`src/rtl/cpu_step_ctrl.sv`:
```
// Purpose: run/step/breakpoint controller for the RV32 core, built around a debounced btn0 press.
// Latency: btn_press appears DEBOUNCE_CYCLES+3 cycles after a clean btn0 edge; the FSM reacts on the following edge.
// Backpressure: none. cpu_en is the only stall source, and it freezes PC and every pipeline register together.
module cpu_step_ctrl #(
    parameter int DEBOUNCE_CYCLES = 16,
    parameter int CNT_W           = 32
) (
    input  logic             clk,
    input  logic             reset,
    input  logic             btn0,
    input  logic             run_mode,
    input  logic             bp_en,
    input  logic [31:0]      bp_addr,
    input  logic [31:0]      PC,
    output logic             cpu_en,
    output logic             halted,
    output logic             bp_hit,
    output logic             btn_press,
    output logic [CNT_W-1:0] cycle_count
);

    // The debounce counter only has to reach DEBOUNCE_CYCLES-1.
    localparam int              DEB_W    = (DEBOUNCE_CYCLES > 1) ? $clog2(DEBOUNCE_CYCLES) : 1;
    localparam logic [DEB_W-1:0] DEB_LAST = DEB_W'(DEBOUNCE_CYCLES - 1);

    typedef enum logic [2:0] {
        S_HALT   = 3'd0,
        S_STEP   = 3'd1,
        S_RUN    = 3'd2,
        S_BREAK  = 3'd3,
        S_RESUME = 3'd4
    } ctrlState_t;

    logic             btnMeta;
    logic             btnS;
    logic [1:0]       syncVld;
    logic             btnArmed;
    logic [DEB_W-1:0] debCnt;
    logic             debLevel;
    logic             debLevelQ;
    logic             bpMatch;
    logic             bpHitNext;
    ctrlState_t       state;
    ctrlState_t       stateNext;

    // Two-flop synchroniser for the asynchronous push-button. syncVld records when
    // btnS holds a real sample rather than the reset value.
    always_ff @(posedge clk or negedge reset) begin
        if (!reset) begin
            btnMeta <= 1'b0;
            btnS    <= 1'b0;
            syncVld <= 2'b00;
        end else begin
            btnMeta <= btn0;
            btnS    <= btnMeta;
            syncVld <= {syncVld[0], 1'b1};
        end
    end

    // A button held through reset must not count as a press. Presses are only armed
    // once a genuine low level has come through the synchroniser.
    always_ff @(posedge clk or negedge reset) begin
        if (!reset) begin
            btnArmed <= 1'b0;
        end else begin
            btnArmed <= btnArmed | (syncVld[1] & ~btnS);
        end
    end

    // Debouncer. A new level is accepted only after DEBOUNCE_CYCLES consecutive
    // samples that all differ from the current level.
    always_ff @(posedge clk or negedge reset) begin
        if (!reset) begin
            debCnt   <= '0;
            debLevel <= 1'b0;
        end else if (btnS == debLevel) begin
            debCnt   <= '0;
        end else if (debCnt == DEB_LAST) begin
            debLevel <= btnS;
            debCnt   <= '0;
        end else begin
            debCnt   <= debCnt + DEB_W'(1);
        end
    end

    // Registered one-cycle pulse on each rising debounced edge. Releases produce nothing.
    always_ff @(posedge clk or negedge reset) begin
        if (!reset) begin
            debLevelQ <= 1'b0;
            btn_press <= 1'b0;
        end else begin
            debLevelQ <= debLevel;
            btn_press <= debLevel & ~debLevelQ & btnArmed;
        end
    end

    // The breakpoint compare is consulted only in RUN. RESUME ignores it so execution can step past bp_addr.
    assign bpMatch = bp_en & (PC == bp_addr);

    // State register and sticky breakpoint flag.
    always_ff @(posedge clk or negedge reset) begin
        if (!reset) begin
            state  <= S_HALT;
            bp_hit <= 1'b0;
        end else begin
            state  <= stateNext;
            bp_hit <= bpHitNext;
        end
    end

    // Next-state and clock-enable decode. cpu_en is high only in STEP, RESUME, or an
    // unmatched RUN cycle with no press, so it stays low in HALT and BREAK.
    always_comb begin
        stateNext = state;
        bpHitNext = bp_hit;
        cpu_en    = 1'b0;
        case (state)
            S_HALT: begin
                if (btn_press) begin
                    bpHitNext = 1'b0;
                    stateNext = run_mode ? S_RUN : S_STEP;
                end
            end
            S_STEP: begin
                // Exactly one enabled cycle. A press arriving now is dropped.
                cpu_en    = 1'b1;
                stateNext = S_HALT;
            end
            S_RUN: begin
                // A press wins over a simultaneous breakpoint match.
                if (btn_press) begin
                    stateNext = S_HALT;
                end else if (bpMatch) begin
                    stateNext = S_BREAK;
                    bpHitNext = 1'b1;
                end else begin
                    cpu_en    = 1'b1;
                end
            end
            S_BREAK: begin
                if (btn_press) begin
                    bpHitNext = 1'b0;
                    stateNext = S_RESUME;
                end
            end
            S_RESUME: begin
                cpu_en    = 1'b1;
                stateNext = run_mode ? S_RUN : S_HALT;
            end
            default: begin
                stateNext = S_HALT;
            end
        endcase
    end

    // halted is decoded from the state register alone, never from the PC compare.
    assign halted = (state == S_HALT) || (state == S_BREAK);

    // Count of enabled cycles. It wraps silently.
    always_ff @(posedge clk or negedge reset) begin
        if (!reset) begin
            cycle_count <= '0;
        end else if (cpu_en) begin
            cycle_count <= cycle_count + CNT_W'(1);
        end
    end

endmodule

```
`config.mk`:
```
export PLATFORM = sky130hd
export DESIGN_NAME = cpu_step_ctrl
export DESIGN_NICKNAME = d
export VERILOG_FILES = /design/src/rtl/cpu_step_ctrl.sv
export SDC_FILE = /design/constraint.sdc
export NUM_CORES = 1
export LEC_CHECK = 0
export CAP_MARGIN = 20
export CORE_MARGIN = 5
export CORE_UTILIZATION = 42
export DETAILED_ROUTE_END_ITERATION = 12
export PLACE_DENSITY = 0.79
export REMOVE_ABC_BUFFERS = 1
export SLEW_MARGIN = 40
export SYNTH_ARGS = -nofsm -noshare
export SYNTH_HDL_FRONTEND = slang
export SYNTH_SLANG_ARGS = --single-unit
```
`constraint.sdc`:
```
create_clock -name clk -period 4.25 [get_ports clk]
set_input_delay 0.6375 -clock clk [delete_from_list [all_inputs] [get_ports clk]]
set_output_delay 0.6375 -clock clk [all_outputs]
set_load 0.1 [all_outputs]
```
# Yosys cells after proc, flatten, opt, wreduce, memory -nomap -nowiden
# Cells that the tools add are included.
# op_classes
n_div	0
n_mux	16
n_eq_ne	13
add_sub_neg	2
multipliers	0
order_cmp	0
reduce_logical	8
shifts	0
bitwise_logic	8
# op_table
op	n
32-bit by 1-bit adder with 32-bit output (second input constant)	1
32-bit equality test	1
3-bit two-way mux	4
3-bit case mux with 4 select lines	1
4-bit two-way mux	2
2-bit != test (second input constant)	4
3-bit by 2-bit equality test with 1-bit output (second input constant)	2
1-bit two-way mux	5
4-bit by 1-bit adder with 4-bit output (second input constant)	1
1-bit AND	4
4-bit equality test (second input constant)	1
2-bit two-way mux	2
1-bit case mux with 2 select lines	2
4-bit AND reduction	1
2-bit OR reduction	2
3-bit by 1-bit equality test with 1-bit output (second input constant)	1
3-bit equality test (second input constant)	1
3-bit logical NOT	1
3-bit != test (second input constant)	1
1-bit inverter	3
3-bit AND reduction	1
2-bit by 1-bit != test with 1-bit output (second input constant)	1
2-bit AND reduction	1
2-bit nonzero test	1
other kinds (3)	3
# totals
ff_bits	48
elab_cells	58
mem_bits_rw	0
out_inout_bits	36
n_memories	0
input_bits	69
latch_bits	0
romBits	0

# Depth between registers and ports, before layout
# Gate-level depths: netlist of the first run.
# logic_depth
word_depth	5
ltp_mapped	9
ltp_nobuf	8

# Least setup slack after synthesis of the first run
# No wires, ideal clock.
# synth_timing
path_kind	reg2out
startpoint	register state[1]
endpoint	output halted
setup_slack_ps	976
t_required_ps	3612
n_path_buf	0
arrival_ps	2637
path_stages_with_launch	3
cell_sequence	dfrtp_1 -> nor2b_1 -> nor3_1
# synth_between
elab_chain_cells	2
word_cells_on_any_way	3
classes_between	eq/ne (1); reduce/logical (2)
# synth_rtl
item	line_no	rtl
from (decl)	43	ctrlState_t state;
from (signal assigned)	106	state <= stateNext;
3-bit by 2-bit equality test with 1-bit output / 3-bit logical NOT (equally long branches)	157	assign halted = (state == S_HALT) || (state == S_BREAK);
1-bit logical OR (*)	157	
to (decl)	16	output logic halted,
# Every way passes the cells marked *; elsewhere a longest branch is shown, timed or not.

# Worst setup path after layout of the first run
# layout_timing
startpoint	input bp_addr[17]
endpoint	output cpu_en
# layout_between
elab_chain_cells	5
# layout_rtl
item	line_no	rtl
from (decl)	13	input logic [31:0] bp_addr,
32-bit equality test	98	assign bpMatch = bp_en & (PC == bp_addr);
1-bit AND	98	
1-bit two-way mux	133	end else if (bpMatch) begin
1-bit two-way mux	131	if (btn_press) begin
1-bit case mux with 2 select lines	117	case (state)
to (decl)	15	output logic cpu_en,
# Every way passes these cells.

==> metrics, run 1 <==
non-filler cells, final 431; drt total wl 6720 µm; H-tree depth 2; WL/cell 15.6 µm; largest net degree at the start of global routing 49; Pwr Density 269 nW/µm²; Leak Pwr 1.69 nW; row count 28; Peak VDD IR 0.000239 V; share of the synthesized area in the top cell type 0.476; Reg2Reg Setup Slack 2.16 ns; Worst-Skew Late Latency 0.30 ns; CTS Hold Buffers Added 0; Worst Path Required 3.61 ns; ant diodes 0; FF-to-FF Start state[0]$_DFFE_PN0P_; fillcell total 524; Vias 2251; mapped cell area 2520 µm²; Max Slew Vio Count 0; slew margin rel. 0.604; RePlAce Congestion 0.780; FF+latch area 1200 µm²; Post-synth ARST share 1.00; HPWL after DPL 5220 µm; number of buffers added for setup after CTS 0; Tcrit/Tclk final 0.713; cell count after synthesis 248; final worst path period need 3.03 ns; CTS tree built; Clock Sinks 48; Fin. Hold Viols 0; fmax 0.330 GHz; RSZ-0062 raised after global routing false; grt total ovfl 0; initial antenna violation count 0; Post-DRT Antenna Nets 0; Synth-to-Final Area Change 41.8%; Die W 87.5 µm; worst flop-to-flop path endpoint cycle_count[31]$_DFFE_PN0P_; CTS Buf Count 5; die area 7650 µm²; first-pass GRT wire length 10700 µm; Seq/Total Area, Yosys 0.476; worst hold path class in -> async; die height 87.5 µm; DRC Markers 0; Starting Density 0.428; Port Buffer Count 104; fin nets 426; vias in the first global route 2229; multi-input logic area 1250 µm²; DR vias/cell 5.22; core area 5890 µm²; Yosys Warn Count 0; Primary FF master, synth dfrtp_1; initial DRC count 73; CP startpoint bp_addr[17]; clk_skew 0.00550 ns; number of flops mapped to enable cells by yosys 0; synthesized area per cell 10.2 µm²; Critical Path Fanout Max 5; Distinct cells, synth 34; CTS Root Cell clkbuf_8; Max Cap Violations 0; layout cell share with drive strength beyond 1 0.146; status finished, final reports clean; Critical Path End Type output port; CTS Buffer Depth 2; WS Path Type in -> out; Post-Place Cells 423; Worst-Margin Slew 0.595 ns; Synth area leaders dfrtp_1 (48%), xnor2_1 (11%), xor2_1 (11%), nor3_1 (3.8%), nand4_1 (3.2%); GRT Total Usage 0.178; drt pass-1 iters 4; TNS Setup 0 ns; Ports 105; Crit path arrival time 2.39 ns; post-CTS resize count 0; crit start category input pin; Finish-stage setup viols 0; reg2reg path depth 8; register clock-pin slew on the reported worst setup and hold paths 0.09 ns; top cell type by total area after synthesis dfrtp_1; Yosys reg bits 48
## worst max-delay path by stage
stage	slack, ns	end	depth (start not counted)
after CTS	1.19	cpu_en	8
after global routing	1.09	cpu_en	8
after detailed placement	1.19	cpu_en	8
after floorplan	0.98	halted	2
after global placement	1.18	cpu_en	8
final	1.22	cpu_en	8
## routing by layer
metal / part of all wire / up-vias / wire (µm) / GRT usage
li1: - / 1071 / - / -
met1: 0.43 / 1077 / 2860 / 0.218
met2: 0.48 / 94 / 3210 / 0.312
met3: 0.083 / 9 / 557 / 0.0397
met4: 0.014 / 0 / 93 / 0.0502
met5: 0 / - / 0 / 0
## layout by cell type (no fill, tap or decap), types with 4 or more instances in the layout
cell type        count
nor3_1              19
xnor2_1             32
nor4_1              10
buf_2               35
a21oi_1              4
nand2_1             15
nand3_1             10
inv_1                7
xor2_1              32
nor2_1              12
clkdlybuf4s50_1     67
o21ai_0              8
clkbuf_8             7
and3_1               6
dfrtp_1             48
nand4_1             13
## through the flow
| stage | power [mW] | setup slack [ns] | hold slack [ns] | util | instance area, µm² |
|---|---|---|---|---|---|
| after floorplan | 0.528 | 0.976 | 0.331 | - | 2490 |
| after global placement | 0.615 | 1.18 | 0.332 | 0.615 | 3620 |
| after detailed placement | 0.615 | 1.19 | 0.346 | 0.586 | 3450 |
| after CTS | 0.969 | 1.19 | 0.364 | 0.607 | 3570 |
| after global routing | 1.00 | 1.09 | 0.374 | 0.607 | 3570 |
| final | 0.960 | 1.22 | 0.345 | 0.607 | 3570 |
## registers in the layout, indices dropped and copies added, names as in the netlist
name and cells:
debLevelQ 1, cycle_count 32, syncVld 2, bp_hit 1, debLevel 1, btn_press 1, debCnt 4, btnArmed 1
btnS 1, state 3, btnMeta 1
## critical path, stage by stage
cell	delay [ns]
clkdlybuf4s50_1	0.42
xnor2_1	0.24
nand4_1	0.12
nor4_1	0.25
and4_1	0.27
a21bo_2	0.16
inv_2	0.06
buf_4	0.23
## power breakdown
group | switching, mW | internal [mW] | total, mW
logic | 0.0552 | 0.0808 | 0.136
registers | 0.00593 | 0.462 | 0.468
clock network | 0.148 | 0.208 | 0.356
total | 0.209 | 0.751 | 0.960
## synth_stat cells (all sizes together), types with 3 or more instances
library cell and n:
a21oi 4, and3 6, buf 3, dfrtp 48, inv 8, nand2 15, nand2b 3, nand3 10
nand4 13, nor2 12, nor2b 4, nor3 19, nor4 11, o21ai 8, or3 3, xnor2 32
xor2 32
## final cells by class
| class | count | share of cell area |
|---|---|---|
| Multi-Input combinational cell | 187 | 0.351 |
| Sequential cell | 48 | 0.336 |
| Tap cell | 75 | 0.0263 |
| Clock inverter | 1 | 0.00840 |
| Timing Repair Buffer | 105 | 0.243 |
| Clock buffer | 7 | 0.0270 |
| Inverter | 8 | 0.00840 |
## cell families after synthesis
family,Yosys count,synth area share
compound gates,15,0.0342
simple gates,104,0.225
xor+xnor,64,0.222
buf+inv,13,0.0258
mux,1,0.00447
flops,48,0.476
fa+ha+maj,2,0.00992
other cells,1,0.00149
Power figures use the tool's default switching activity.
==> run 2, diff against run 1 <==
--- a/config.mk
+++ b/config.mk
@@ -7,9 +7,9 @@
 export LEC_CHECK = 0
 export CAP_MARGIN = 20
 export CORE_MARGIN = 5
-export CORE_UTILIZATION = 42
+export CORE_UTILIZATION = 39
 export DETAILED_ROUTE_END_ITERATION = 12
-export PLACE_DENSITY = 0.79
+export PLACE_DENSITY = 0.77
 export REMOVE_ABC_BUFFERS = 1
 export SLEW_MARGIN = 40
 export SYNTH_ARGS = -nofsm -noshare
==> constraint.sdc (replaced) <==
create_clock -name clk -period 2.65 [get_ports clk]
set_input_delay 0.3975 -clock clk [delete_from_list [all_inputs] [get_ports clk]]
set_output_delay 0.3975 -clock clk [all_outputs]
set_load 0.1 [all_outputs]
==> metrics, run 2 (synthesis gave the netlist of run 1 again) <==
Die W 90.4 µm; CTS Buf Count 5; core area 6310 µm²; crit start category input pin; M1 WL 2990 µm; Worst-Skew Late Latency 0.30 ns; Final Worst Setup Slack 0.153 ns; worst hold path class in -> async; final core utilization 0.583; Max stage delay on crit path 0.50 ns; Fin. Hold Viols 0; CTS Buffer Depth 2; family with the most delay on the worst path buffers and inverters; fillcell total 566; Worst Path Required 2.25 ns; Vias 2215; RSZ-0062 raised after global routing false; crit-path cells clkdlybuf4s50_1 > xnor2_2 > nand4_1 > nor4_1 > and4_2 > a21bo_4 > inv_2 > buf_12; initial antenna violation count 0; largest net degree at the start of global routing 49; DRC Markers 0; met2 wire len 3120 µm; initial DRC count 79; register bank with the most flops cycle_count; drt total wl 6590 µm; slew margin rel. 0.600; row count 29; Tcrit/Tclk final 0.942; WS Path Type in -> out; status finished, final reports clean; Max Cap Violations 0; Post-DRT Antenna Nets 0; Pwr Density 384 nW/µm²; non-filler cells, final 437; die height 90.4 µm; vias in the first global route 2211; hold_ws 0.181 ns; Post-Place Cells 428; CP max-delay cell clkdlybuf4s50_1; ant diodes 0; register clock-pin slew on the reported worst setup and hold paths 0.08 ns; grt total ovfl 0; Place WS 0.0545 ns; die area 8170 µm²; placed instance area 3570 µm²; fmax 0.400 GHz; Largest register FFs 32; clk_skew 0.00605 ns; fin area 3680 µm²; first-pass GRT wire length 11000 µm; Starting Density 0.399; Critical Path Fanout Max 5; Ports 105; Crit path arrival time 2.10 ns; WL/cell 15.1 µm; drt pass-1 iters 4; final worst path period need 2.50 ns; Port Buffer Count 104; most common cell after layout, fill and taps aside clkdlybuf4s50_1; Top Registers cycle_count x32, debCnt x4, state x3; Finish-stage setup viols 0; layout cell share with drive strength beyond 1 0.156; Peak VDD IR 0.000363 V; H-tree depth 2; Leak Pwr 1.70 nW; HPWL after DPL 5160 µm; CTS Root Cell clkbuf_8; WP buf/inv 3; Clock Sinks 48; CTS tree built; Critical Path End Type output port; fin nets 430; DR vias/cell 5.07; Synth-to-Final Area Change 46.1%; GRT Total Usage 0.162; commonest non-fill, non-tap cells in the layout clkdlybuf4s50_1 (67), dfrtp_1 (48), buf_4 (40); RePlAce Congestion 0.839; Max Slew Vio Count 0; Worst-Margin Slew 0.600 ns; Met3 Wirelength 400 µm; top routing layer used met4
run 2: changes by cell type in the layout (fill, tap and decap cells not counted), sizes merged:
cell    previous run  this run
bufinv             1         0
clkbuf             7         8
buf               38        42
run 2: power by group:
group	switching (mW)	total, mW	internal, mW	leakage [nW]
Sequential	0.00910	0.751	0.742	0.633
Clock	0.226	0.439	0.213	0.0455
Combinational	0.0887	0.223	0.134	1.03
run 2: final timing paths:
path / from / end / slack (ns) / depth (start not counted)
max: PC[9] / cpu_en / 0.15 / 8
min: reset / cycle_count[31]$_DFFE_PN0P_ / 0.18 / 2
max reg2reg: state[0]$_DFFE_PN0P_ / cycle_count[30]$_DFFE_PN0P_ / 0.65 / 8
min reg2reg: btnMeta$_DFF_PN0_ / btnS$_DFF_PN0_ / 0.35 / 0
max in group asynchronous: reset / syncVld[1]$_DFF_PN0_ / 2.06 / 2
min in group clk: btnMeta$_DFF_PN0_ / btnS$_DFF_PN0_ / 0.35 / 0
run 2: through the flow:
step / setup TNS (ns) / power, mW
floorplan: -0.398 / 0.847
global placement: 0 / 0.984
detailed placement: 0 / 0.989
CTS: 0 / 1.43
global route: 0 / 1.48
finish: 0 / 1.41
run 2: layer usage:
metal | vias to the layer above | GRT usage
met2 | 86 | 0.263
met4 | 0 | 0.0409
met5 | - | 0
met1 | 1050 | 0.214
li1 | 1070 | -
met3 | 9 | 0.0417
run 2: repair_timing:
item	4_1_cts	5_1_grt
buffers inserted	0	1
endpoints found under the setup margin	0	1
hold buffers	0	0
resized for setup	0	3
endpoints found under the hold margin	0	0
run 2: layout make-up:
cell class,instances,area [µm²],area share
Inverter,8,30.0,0.00815
Tap cell,77,96.3,0.0262
Clock buffer,8,90.1,0.0245
Sequential cell,48,1200,0.326
Multi-Input combinational cell,187,1270,0.345
Timing Repair Buffer,109,996,0.270
==> run 3, diff against run 2 <==
--- a/config.mk
+++ b/config.mk
@@ -5,6 +5,7 @@
 export SDC_FILE = /design/constraint.sdc
 export NUM_CORES = 1
 export LEC_CHECK = 0
+export ABC_CLOCK_PERIOD_IN_PS = 2650
 export CAP_MARGIN = 20
 export CORE_MARGIN = 5
 export CORE_UTILIZATION = 39
==> results of run 3 <==
Final layout, timing and power as in run 2 (identical DEF).
